<file path="src/rtl/store_buffer_pkg.sv">
`default_nettype none
// +----------------------------------------------------------------------------+
// | store_buffer_pkg                                                           |
// | Shared types and constants for the posted-store buffer.                    |
// | Revision: 1.0                                                              |
// +----------------------------------------------------------------------------+
package store_buffer_pkg;

  typedef enum logic [1:0] {
    DR_IDLE  = 2'd0,
    DR_ISSUE = 2'd1,
    DR_WAIT  = 2'd2
  } dr_state_t;

  localparam int          SM_SIGN  = 3;
  localparam int          SM_WORD  = 2;
  localparam int          SM_HALF  = 1;
  localparam logic [31:0] LED_ADDR = 32'h0000_2000;

  typedef struct packed {
    logic [31:0] addr;
    logic [31:0] data;
    logic [3:0]  mask;
  } sb_entry_t;

endpackage
`default_nettype wire

</file>
<file path="src/rtl/store_fifo.sv">
`default_nettype none
// +----------------------------------------------------------------------------+
// | store_fifo                                                                 |
// | DEPTH x 68-bit store queue exposing per-entry word addresses for hazards.  |
// | Revision: 1.0                                                              |
// +----------------------------------------------------------------------------+
module store_fifo
  import store_buffer_pkg::*;
#(
  parameter int DEPTH = 4,
  parameter int AW    = 10
) (
  input  logic                          clk,
  input  logic                          reset_n,
  input  logic                          push,
  input  sb_entry_t                     push_entry,
  input  logic                          pop,
  output sb_entry_t                     head_entry,
  output logic                          full,
  output logic                          empty,
  output logic [$clog2(DEPTH):0]        count,
  output logic [DEPTH-1:0][AW-1:0]      entry_waddr,
  output logic [DEPTH-1:0]              entry_valid
);

  localparam int PW = $clog2(DEPTH);

  sb_entry_t        r_mem [DEPTH];
  logic [PW-1:0]    r_head;
  logic [PW-1:0]    r_tail;
  logic [PW:0]      r_count;
  logic [DEPTH-1:0] r_valid;
  logic             w_push;
  logic             w_pop;

  assign full   = (r_count == (PW+1)'(DEPTH));
  assign empty  = (r_count == '0);
  assign w_push = push & ~full;
  assign w_pop  = pop & ~empty;

  // Pointers are exactly PW bits wide, so wrap at DEPTH is free.
  always_ff @(posedge clk or negedge reset_n) begin
    if (!reset_n) begin
      r_head  <= '0;
      r_tail  <= '0;
      r_count <= '0;
      r_valid <= '0;
    end else begin
      if (w_push) r_tail <= r_tail + 1'b1;
      if (w_pop)  r_head <= r_head + 1'b1;
      case ({w_push, w_pop})
        2'b10:   r_count <= r_count + 1'b1;
        2'b01:   r_count <= r_count - 1'b1;
        default: r_count <= r_count;
      endcase
      for (int i = 0; i < DEPTH; i++) begin
        if (w_pop && (r_head == PW'(i)))  r_valid[i] <= 1'b0;
        if (w_push && (r_tail == PW'(i))) r_valid[i] <= 1'b1;
      end
    end
  end

  always_ff @(posedge clk) begin
    if (w_push) r_mem[r_tail] <= push_entry;
  end

  assign head_entry  = r_mem[r_head];
  assign count       = r_count;
  assign entry_valid = r_valid;

  for (genvar gi = 0; gi < DEPTH; gi++) begin : g_taps
    assign entry_waddr[gi] = r_mem[gi].addr[AW+1:2];
  end

endmodule
`default_nettype wire

</file>
<file path="src/rtl/store_buffer.sv">
`default_nettype none
// +----------------------------------------------------------------------------+
// | store_buffer                                                               |
// | Posted-store buffer owning the data_mem port: hazard check, mux, drain.    |
// | Revision: 1.0                                                              |
// +----------------------------------------------------------------------------+
module store_buffer
  import store_buffer_pkg::*;
#(
  parameter int DEPTH = 4,
  parameter int AW    = 10
) (
  input  logic        clk,
  input  logic        reset_n,
  input  logic [31:0] addr,
  input  logic [31:0] write_data,
  input  logic        memwrite,
  input  logic        memread,
  input  logic [3:0]  sign_mask,
  output logic [31:0] read_data,
  output logic        clk_stall,
  output logic [31:0] dm_addr,
  output logic [31:0] dm_write_data,
  output logic        dm_memwrite,
  output logic        dm_memread,
  output logic [3:0]  dm_sign_mask,
  input  logic [31:0] dm_read_data,
  input  logic        dm_clk_stall
);

  dr_state_t                  r_state;
  dr_state_t                  w_state_nxt;
  sb_entry_t                  w_head;
  sb_entry_t                  w_new;
  logic                       w_full;
  logic                       w_empty;
  logic [$clog2(DEPTH):0]     w_count;
  logic [DEPTH-1:0][AW-1:0]   w_waddr;
  logic [DEPTH-1:0]           w_valid;
  logic                       w_store;
  logic                       w_load;
  logic                       w_match;
  logic                       w_load_go;
  logic                       w_head_sel;
  logic                       w_push;
  logic                       w_pop;

  assign w_store = memwrite;
  assign w_load  = memread & ~memwrite;
  assign w_new   = '{addr: addr, data: write_data, mask: sign_mask};
  assign w_push  = w_store & ~w_full;
  assign w_pop   = (r_state == DR_ISSUE);

  store_fifo #(
    .DEPTH (DEPTH),
    .AW    (AW)
  ) u_fifo (
    .clk         (clk),
    .reset_n     (reset_n),
    .push        (w_push),
    .push_entry  (w_new),
    .pop         (w_pop),
    .head_entry  (w_head),
    .full        (w_full),
    .empty       (w_empty),
    .count       (w_count),
    .entry_waddr (w_waddr),
    .entry_valid (w_valid)
  );

  always_comb begin
    w_match = 1'b0;
    for (int i = 0; i < DEPTH; i++) begin
      if (w_valid[i] && (w_waddr[i] == addr[AW+1:2])) w_match = 1'b1;
    end
    w_match = w_match & (w_count != '0);
  end

  // An unstalled load owns the port only from IDLE; an ISSUE is never preempted.
  assign w_load_go  = w_load & ~w_match & (r_state == DR_IDLE) & ~dm_clk_stall;
  assign w_head_sel = (r_state == DR_IDLE) & ~dm_clk_stall & ~w_load_go & ~w_empty;

  assign clk_stall = (w_store & w_full)
                   | (w_load & w_match)
                   | (w_load & ((r_state != DR_IDLE) | dm_clk_stall));
  assign read_data = dm_read_data;

  always_ff @(posedge clk or negedge reset_n) begin
    if (!reset_n) r_state <= DR_IDLE;
    else          r_state <= w_state_nxt;
  end

  always_comb begin
    w_state_nxt   = r_state;
    dm_addr       = '0;
    dm_write_data = '0;
    dm_memwrite   = 1'b0;
    dm_memread    = 1'b0;
    dm_sign_mask  = '0;
    case (r_state)
      DR_IDLE: begin
        if (w_load_go) begin
          dm_addr      = addr;
          dm_memread   = 1'b1;
          dm_sign_mask = sign_mask;
        end else if (w_head_sel) begin
          dm_addr       = w_head.addr;
          dm_write_data = w_head.data;
          dm_sign_mask  = w_head.mask;
          w_state_nxt   = DR_ISSUE;
        end
      end
      DR_ISSUE: begin
        dm_addr       = w_head.addr;
        dm_write_data = w_head.data;
        dm_sign_mask  = w_head.mask;
        dm_memwrite   = 1'b1;
        w_state_nxt   = DR_WAIT;
      end
      DR_WAIT: begin
        if (!dm_clk_stall) w_state_nxt = DR_IDLE;
      end
      default: w_state_nxt = DR_IDLE;
    endcase
  end

endmodule
`default_nettype wire

</file>
<file path="config.mk">
export PLATFORM = sky130hd
export DESIGN_NAME = store_buffer
export DESIGN_NICKNAME = d
export VERILOG_FILES = /design/src/rtl/store_buffer_pkg.sv /design/src/rtl/store_fifo.sv /design/src/rtl/store_buffer.sv
export SDC_FILE = /design/constraint.sdc
export NUM_CORES = 1
export LEC_CHECK = 0
export BUFFER_PORTS_ARGS = -buffer_cell sky130_fd_sc_hd__buf_2
export CORE_MARGIN = 2
export CORE_UTILIZATION = 48
export CTS_CLUSTER_SIZE = 25
export DETAILED_ROUTE_END_ITERATION = 8
export PLACE_DENSITY_LB_ADDON = 0.12
export REMOVE_ABC_BUFFERS = 1
export SLEW_MARGIN = 20
export SYNTH_ARGS = -nofsm -noshare
export SYNTH_HDL_FRONTEND = slang
export SYNTH_SLANG_ARGS = --single-unit
</file>
<file path="constraint.sdc">
create_clock -name clk -period 9.3 [get_ports clk]
set_input_delay 1.395 -clock clk [delete_from_list [all_inputs] [get_ports clk]]
set_output_delay 1.395 -clock clk [all_outputs]
set_load 0.02 [all_outputs]
</file>
==> impl_metrics.py, run 1 <==
metrics = {
    "layout": {
        "layout_common_cells": "edfxtp_1 (272), buf_2 (143), mux4_2 (68)",
        "final_layout_size_suffix_gt1_share_pct": 36.4,
        "final_cells": 1065,
        "syn2layout_area_growth_pct": 13.9,
        "fin_util_pct": 55.7,
        "nNetsFinal": 836,
        "final_common_cell": "edfxtp_1",
    },
    "timing": {
        "timing.final.ws_setup_ns": 4.01,
        "skew_ns": 0.00809,
        "rsz0062_at_grt": "no",
        "slew-limit-headroom_pct": 28.8,
        "worst-slew-pin-transition_ns": 1.07,
        "holdWs_ns": 0.487,
        "setup_viol": 0,
        "final.setup.tns_ns": 0,
        "drv_slew": 0,
        "fmax_ghz": 0.189,
        "period_minus_slack_ns": 5.29,
        "finalHoldViolCount": 0,
        "fin_crit_sh_pct": 56.9,
    },
    "global_routing": {
        "grt_usage_pct": 19.1,
        "grt_use_met1_pct": 24.9,
        "grt_pass1_vias": 6454,
        "antenna_found_initial": 4,
        "met2_usage_pct": 30.9,
        "grt_overflow": 0,
        "use_met3_pct": 7.40,
        "grt_pass1_wl_mm": 37.9,
        "grt_max_degree": 70,
        "top_usage_layer": "met2",
    },
    "setup_path": {
        "path_max_fanout": 26,
        "start_kind": "primary input",
        "crit_chain": "buf_2 > xor2_1 > nor4_1 > nand4_1 > o22ai_1 > or3_4 > a211oi_4 > buf_4 > a22o_1 > buf_2",
        "crit_top_cell": "buf_2",
        "critPathCaptureType": "primary output",
        "critPathSlowestCell": "a211oi_4",
        "crit_arrival_ns": 3.90,
        "crit_path_max_incr_delay_ns": 0.62,
        "cp_num_buf_inv": 3,
        "criticalPathCategory": "in -> out",
        "cp_top_family": "compound AO/OA/AOI/OAI gates",
        "cp.required_ns": 7.91,
    },
    "route": {
        "vias": 5929,
        "drt-wirelength-per-cell_um": 23.1,
        "drc": 0,
        "wirelength_mm": 24.6,
        "dr.pass1.iters": 5,
        "viasPerCell": 5.57,
        "ant_nets": 0,
        "drtIter0Drc": 393,
    },
    "power_and_ir_drop": {
        "leakagePower_nw": 4.75,
        "swShare_pct": 31.4,
        "vdd_drop_max_mv": 0.187,
        "seqPwrFrac_pct": 43.6,
        "power_density_nw_per_um2": 311,
        "pwr-share-clk_pct": 25.0,
        "p_switching_mw": 1.32,
        "p_int_mw": 2.89,
        "pwr-share-comb_pct": 31.4,
    },
    "yosys": {
        "syn_avg_cell_area_um2": 19.6,
        "synth_area_um2": 11900,
        "syn_inst": 606,
        "async_flop_share_pct": 4.56,
        "ys_seq_area_share_pct": 71.4,
        "dominantRegCellSynth": "edfxtp_1",
        "synth_edf_count": 272,
        "synth_cell_types": 33,
        "ys_warn_count": 0,
        "synth_seq_cells": 285,
    },
    "placement": {
        "gp_congestion": 0.775,
        "hpwl_mm": 14.7,
        "dp.cells": 1013,
        "port_buffers": 143,
        "place_ws_ns": 4.00,
    },
    "clock_network": {
        "cts_made_buffers": 29,
        "postCtsResizedCells": 0,
        "path_clk_slew_ns": 0.06,
        "clk_latency_ns": 0.53,
        "cts_tree": "done",
        "h-tree-depth": 1,
        "postCtsSetupRepairBufs": 0,
        "cts_hold_buf": 0,
        "cts_buffer_depth": 3,
        "cts_sinks": 285,
        "cts_root_buf": "clkbuf_16",
    },
    "status": {
        "status": "completed",
    },
    "floorplan": {
        "initial_utilization_pct": 48.9,
        "fp.dieW_um": 161,
        "dieArea_um2": 26000,
        "io-pin-count": 208,
        "core_area_um2": 24300,
        "rows": 57,
        "die_y_um": 161,
    },
    "run": {
        "drv_cap": 0,
    },
    "worst_hold_path": {
        "hold_path.class": "reg -> reg",
    },
}
-- final cells by class --
class	count	area, µm²
flip-flops and latches	285	8500
inverters	9	33.8
clock buffers	39	783
diodes	2	5.00
well taps	324	405
repair buffers	152	821
clock inverters	10	77.6
fillers	1876	10800
multi-input cells	244	2910
-- power by group through the flow --
stage | combinational, mW | clock (mW) | sequential, mW
floorplan | 0.898 | 0 | 1.89
global placement | 1.28 | 0 | 1.90
detailed placement | 1.35 | 0 | 1.87
CTS | 1.35 | 1.08 | 1.85
global route | 1.43 | 1.13 | 1.87
finish | 1.32 | 1.05 | 1.84
-- metal layers --
metal	vias to the layer above	part of all wire, %
met5	-	0.31
met3	29	9.5
met1	3066	41
li1	2617	-
met4	6	1.1
met2	211	48
-- synth_stat cells, types with 5 or more instances --
cell	n	area, µm²
edfxtp_1	272	8170
and2_1	36	225
buf_2	7	35.0
ha_1	9	113
clkbuf_1	14	52.6
o21ai_0	5	25.0
buf_4	40	300
mux4_2	68	1530
xnor2_1	35	307
dfrtp_1	13	325
buf_6	6	67.6
xor2_1	10	87.6
a22o_1	36	315
nand4_1	8	50.1
nand2_1	8	30.0
inv_1	9	33.8
-- kinds of logic after synthesis --
family / share of synthesized area [%]
AO/OA/AOI/OAI: 3.60
XOR/XNOR: 3.32
adder cells (fa/ha/maj): 1.12
buffers and inverters: 4.15
flip-flops: 71.4
multiplexers: 13.0
AND/OR/NAND/NOR: 3.41
-- final timing paths --
kind | end | slack [ns] | from | depth (start not counted)
setup / recovery | dm_addr[4] | 4.01 | addr[3] | 10
hold / removal | r_state[1] | 0.49 | r_state[0] | 1
setup reg to reg | u_fifo.r_mem[0][51] | 6.61 | u_fifo.count[0] | 4
hold reg to reg | r_state[1] | 0.49 | r_state[0] | 1
max in group asynchronous | u_fifo.r_head[0] | 8.27 | reset_n | 1
min in group asynchronous | u_fifo.count[1] | 0.75 | reset_n | 1
-- metrics by stage --
stage | cell area (µm²) | power (mW)
6_report | 13500 | 4.22
5_1_grt | 13500 | 4.43
4_1_cts | 13500 | 4.28
3_5_place_dp | 12700 | 3.22
3_3_place_gp | 12600 | 3.18
2_1_floorplan | 11400 | 2.78
-- sequential cells by signal (all words and copies together) (netlist names) --
signal and cells:
u_fifo.r_tail 2, u_fifo.r_head 2, r_state 2, u_fifo.r_mem 272
u_fifo.entry_valid 4, u_fifo.count 3
Power figures use the tool's default switching activity.
==> run 2: changes to the inputs <==
--- a/config.mk
+++ b/config.mk
@@ -5,6 +5,7 @@
 export SDC_FILE = /design/constraint.sdc
 export NUM_CORES = 1
 export LEC_CHECK = 0
+export ABC_AREA = 1
 export BUFFER_PORTS_ARGS = -buffer_cell sky130_fd_sc_hd__buf_2
 export CORE_MARGIN = 2
 export CORE_UTILIZATION = 48
==> constraint.sdc (replaced) <==
create_clock -name clk -period 5 [get_ports clk]
set_input_delay 0.75 -clock clk [delete_from_list [all_inputs] [get_ports clk]]
set_output_delay 0.75 -clock clk [all_outputs]
set_load 0.02 [all_outputs]
==> run 2 against run 1 <==
Routed wire length is 29% higher. Hold slack worse by 0.41 ns. Non-clock buffer count is 10 higher. Count of clock-buffer cells in the layout is 4 lower. Critical endpoint is now dm_write_data[13].
==> impl_metrics.py, run 2 <==
metrics = {
    "status": {
        "status": "completed",
    },
    "setup_path": {
        "criticalPathCategory": "reg -> out",
        "path_max_fanout": 76,
        "rrSetupSlack_ns": 2.37,
        "critPathCaptureType": "primary output",
        "r2r_start": "u_fifo.count[1]",
        "cp.required_ns": 4.25,
        "reg2reg_depth": 5,
        "start_kind": "flip-flop",
        "crit_arrival_ns": 3.24,
        "r2r-end": "u_fifo.r_mem[3][18]",
    },
    "route": {
        "vias": 9175,
        "drt-wirelength-per-cell_um": 19.2,
        "viasPerCell": 5.56,
        "drtIter0Drc": 739,
        "wirelength_mm": 31.6,
        "dr.pass1.iters": 5,
        "ant_nets": 0,
        "drc": 0,
    },
    "timing": {
        "period_minus_slack_ns": 3.99,
        "rsz0062_at_grt": "no",
        "slew-limit-headroom_pct": 32.4,
        "fmax_ghz": 0.251,
        "holdWs_ns": 0.0781,
        "finalHoldViolCount": 0,
        "setup_viol": 0,
        "drv_slew": 0,
        "worst-slew-pin-transition_ns": 1.01,
        "timing.final.ws_setup_ns": 1.01,
        "fin_crit_sh_pct": 79.8,
        "skew_ns": 0.00765,
    },
    "floorplan": {
        "dieArea_um2": 28100,
        "die_y_um": 168,
        "fp.dieW_um": 168,
        "io-pin-count": 208,
        "core_area_um2": 26200,
        "rows": 59,
        "initial_utilization_pct": 49.1,
    },
    "yosys": {
        "synth_top_cell_area_share_pct": 63.5,
        "async_flop_share_pct": 4.56,
        "synth_common_cells": "edfxtp_1 (272), nand2_1 (194), nor2_1 (151)",
        "syn_avg_cell_area_um2": 10.7,
        "synth_seq_cells": 285,
        "synth_xor_area_share_pct": 0.885,
        "synth.most_common_cell": "edfxtp_1",
        "syn_inst": 1205,
        "synth-adder-area-share_pct": 1.03,
        "synth_top_family_by_area": "simple AND/OR/NAND/NOR gates",
        "dominantRegCellSynth": "edfxtp_1",
        "synth_area_um2": 12900,
        "ys_seq_area_share_pct": 66.0,
        "synthTopCellsByArea": "edfxtp_1 (64%), nand3_1 (5.8%), nand2_1 (5.7%)",
        "synth_simple_gate_area_share_pct": 16.4,
        "synth_top_area_cell": "edfxtp_1",
        "synthMuxAreaShare_pct": 0,
        "synth_cell_types": 30,
        "synth_compound_area_share_pct": 9.55,
        "synth_edf_count": 272,
        "ys_warn_count": 0,
    },
    "placement": {
        "hpwl_mm": 17.7,
        "place_ws_ns": 1.48,
        "placed_area_um2": 13700,
        "gp_congestion": 0.800,
        "port_buffers": 143,
    },
    "global_routing": {
        "grt_pass1_wl_mm": 48.6,
        "grt_pass1_vias": 8538,
        "grt_usage_pct": 22.1,
        "grt_max_degree": 77,
        "antenna_found_initial": 6,
        "grt_overflow": 0,
    },
    "clock_network": {
        "h-tree-depth": 1,
        "cts_hold_buf": 0,
        "cts_sinks": 285,
        "cts_root_buf": "clkbuf_16",
        "cts_tree": "done",
        "postCtsResizedCells": 0,
        "clk_latency_ns": 0.55,
        "path_clk_slew_ns": 0.06,
        "postCtsSetupRepairBufs": 0,
        "cts_buffer_depth": 3,
        "cts_made_buffers": 29,
    },
    "layout": {
        "final_common_cell": "edfxtp_1",
        "n_fill_cell": 2241,
        "syn2layout_area_growth_pct": 14.2,
        "seqCellArea_um2": 8500,
        "largest_reg_flops": 272,
        "final_layout_size_suffix_gt1_share_pct": 16.8,
        "multi_input_area_um2": 3640,
        "layout_common_cells": "edfxtp_1 (272), nand2_1 (194), nand3_1 (149)",
        "nNetsFinal": 1406,
        "regMostFlops": "u_fifo.r_mem",
        "design_area_um2": 14700,
        "fin_util_pct": 56.1,
    },
    "power_and_ir_drop": {
        "leakagePower_nw": 5.65,
        "power_density_nw_per_um2": 620,
        "vdd_drop_max_mv": 0.350,
        "power_mw": 9.10,
    },
    "worst_hold_path": {
        "hold_path.class": "in -> async",
    },
    "run": {
        "drv_cap": 0,
    },
}
## run 2: kinds of logic (layout without fill, tap and decap cells)
| logic type | Yosys count | in the layout |
|---|---|---|
| AND/OR/NAND/NOR | 506 | 506 |
| flip-flops | 285 | 285 |
| AO/OA/AOI/OAI | 228 | 228 |
| buffers and inverters | 163 | 270 |
| XOR/XNOR | 13 | 13 |
| adder cells (fa/ha/maj) | 10 | 10 |
| other | 0 | 2 |
## run 2: worst max-delay path, cell delays in order, from the launching register on
cell     delay (ns)
dfrtp_4        0.71
inv_4          0.67
buf_4          0.43
o21ai_0        0.13
o22ai_1        0.34
nand3_1        0.12
nand2_1        0.08
buf_2          0.15
## run 2: worst max-delay path by stage
stage	end	from	cells past startpoint
finish	dm_write_data[13]	u_fifo.r_head[0]	7
floorplan	dm_addr[10]	u_fifo.r_head[0]	6
global route	dm_write_data[13]	u_fifo.r_head[0]	7
detailed placement	dm_addr[29]	addr[6]	15
CTS	dm_write_data[13]	u_fifo.r_head[0]	7
global placement	dm_addr[29]	addr[6]	15
## run 2: routing by layer
layer | vias up | track usage [%] | share of wire [%] | routed length [µm]
met5 | - | 0.696 | 0.13 | 42
met4 | 8 | 5.60 | 1.8 | 554
met3 | 48 | 5.67 | 8.0 | 2540
met2 | 320 | 34.9 | 46 | 14600
met1 | 4406 | 30.9 | 44 | 13900
li1 | 4393 | - | - | -
## run 2: layout make-up
cell class | instances | share of cell area [%]
tap | 335 | 2.85
sequential | 285 | 57.9
clock inverter | 17 | 1.88
antenna | 2 | 0.0341
timing repair buffer | 162 | 6.01
clock buffer | 35 | 5.09
inverter | 56 | 1.46
multi-input combinational | 757 | 24.8
## run 2: through the flow
| stage | TNS, ns | cells |
|---|---|---|
| after floorplan | -1.02 | 1098 |
| after global placement | 0 | 1595 |
| after detailed placement | 0 | 1595 |
| after CTS | 0 | 1647 |
| after global routing | 0 | 1648 |
| final | 0 | 1649 |
## run 2: power by group
part | leakage (nW) | switching, mW | total, mW | internal [mW]
logic | 2.52 | 2.44 | 3.43 | 0.989
registers | 2.64 | 0.205 | 3.36 | 3.15
clock network | 0.496 | 0.887 | 2.32 | 1.43
total | 5.65 | 3.53 | 9.10 | 5.57
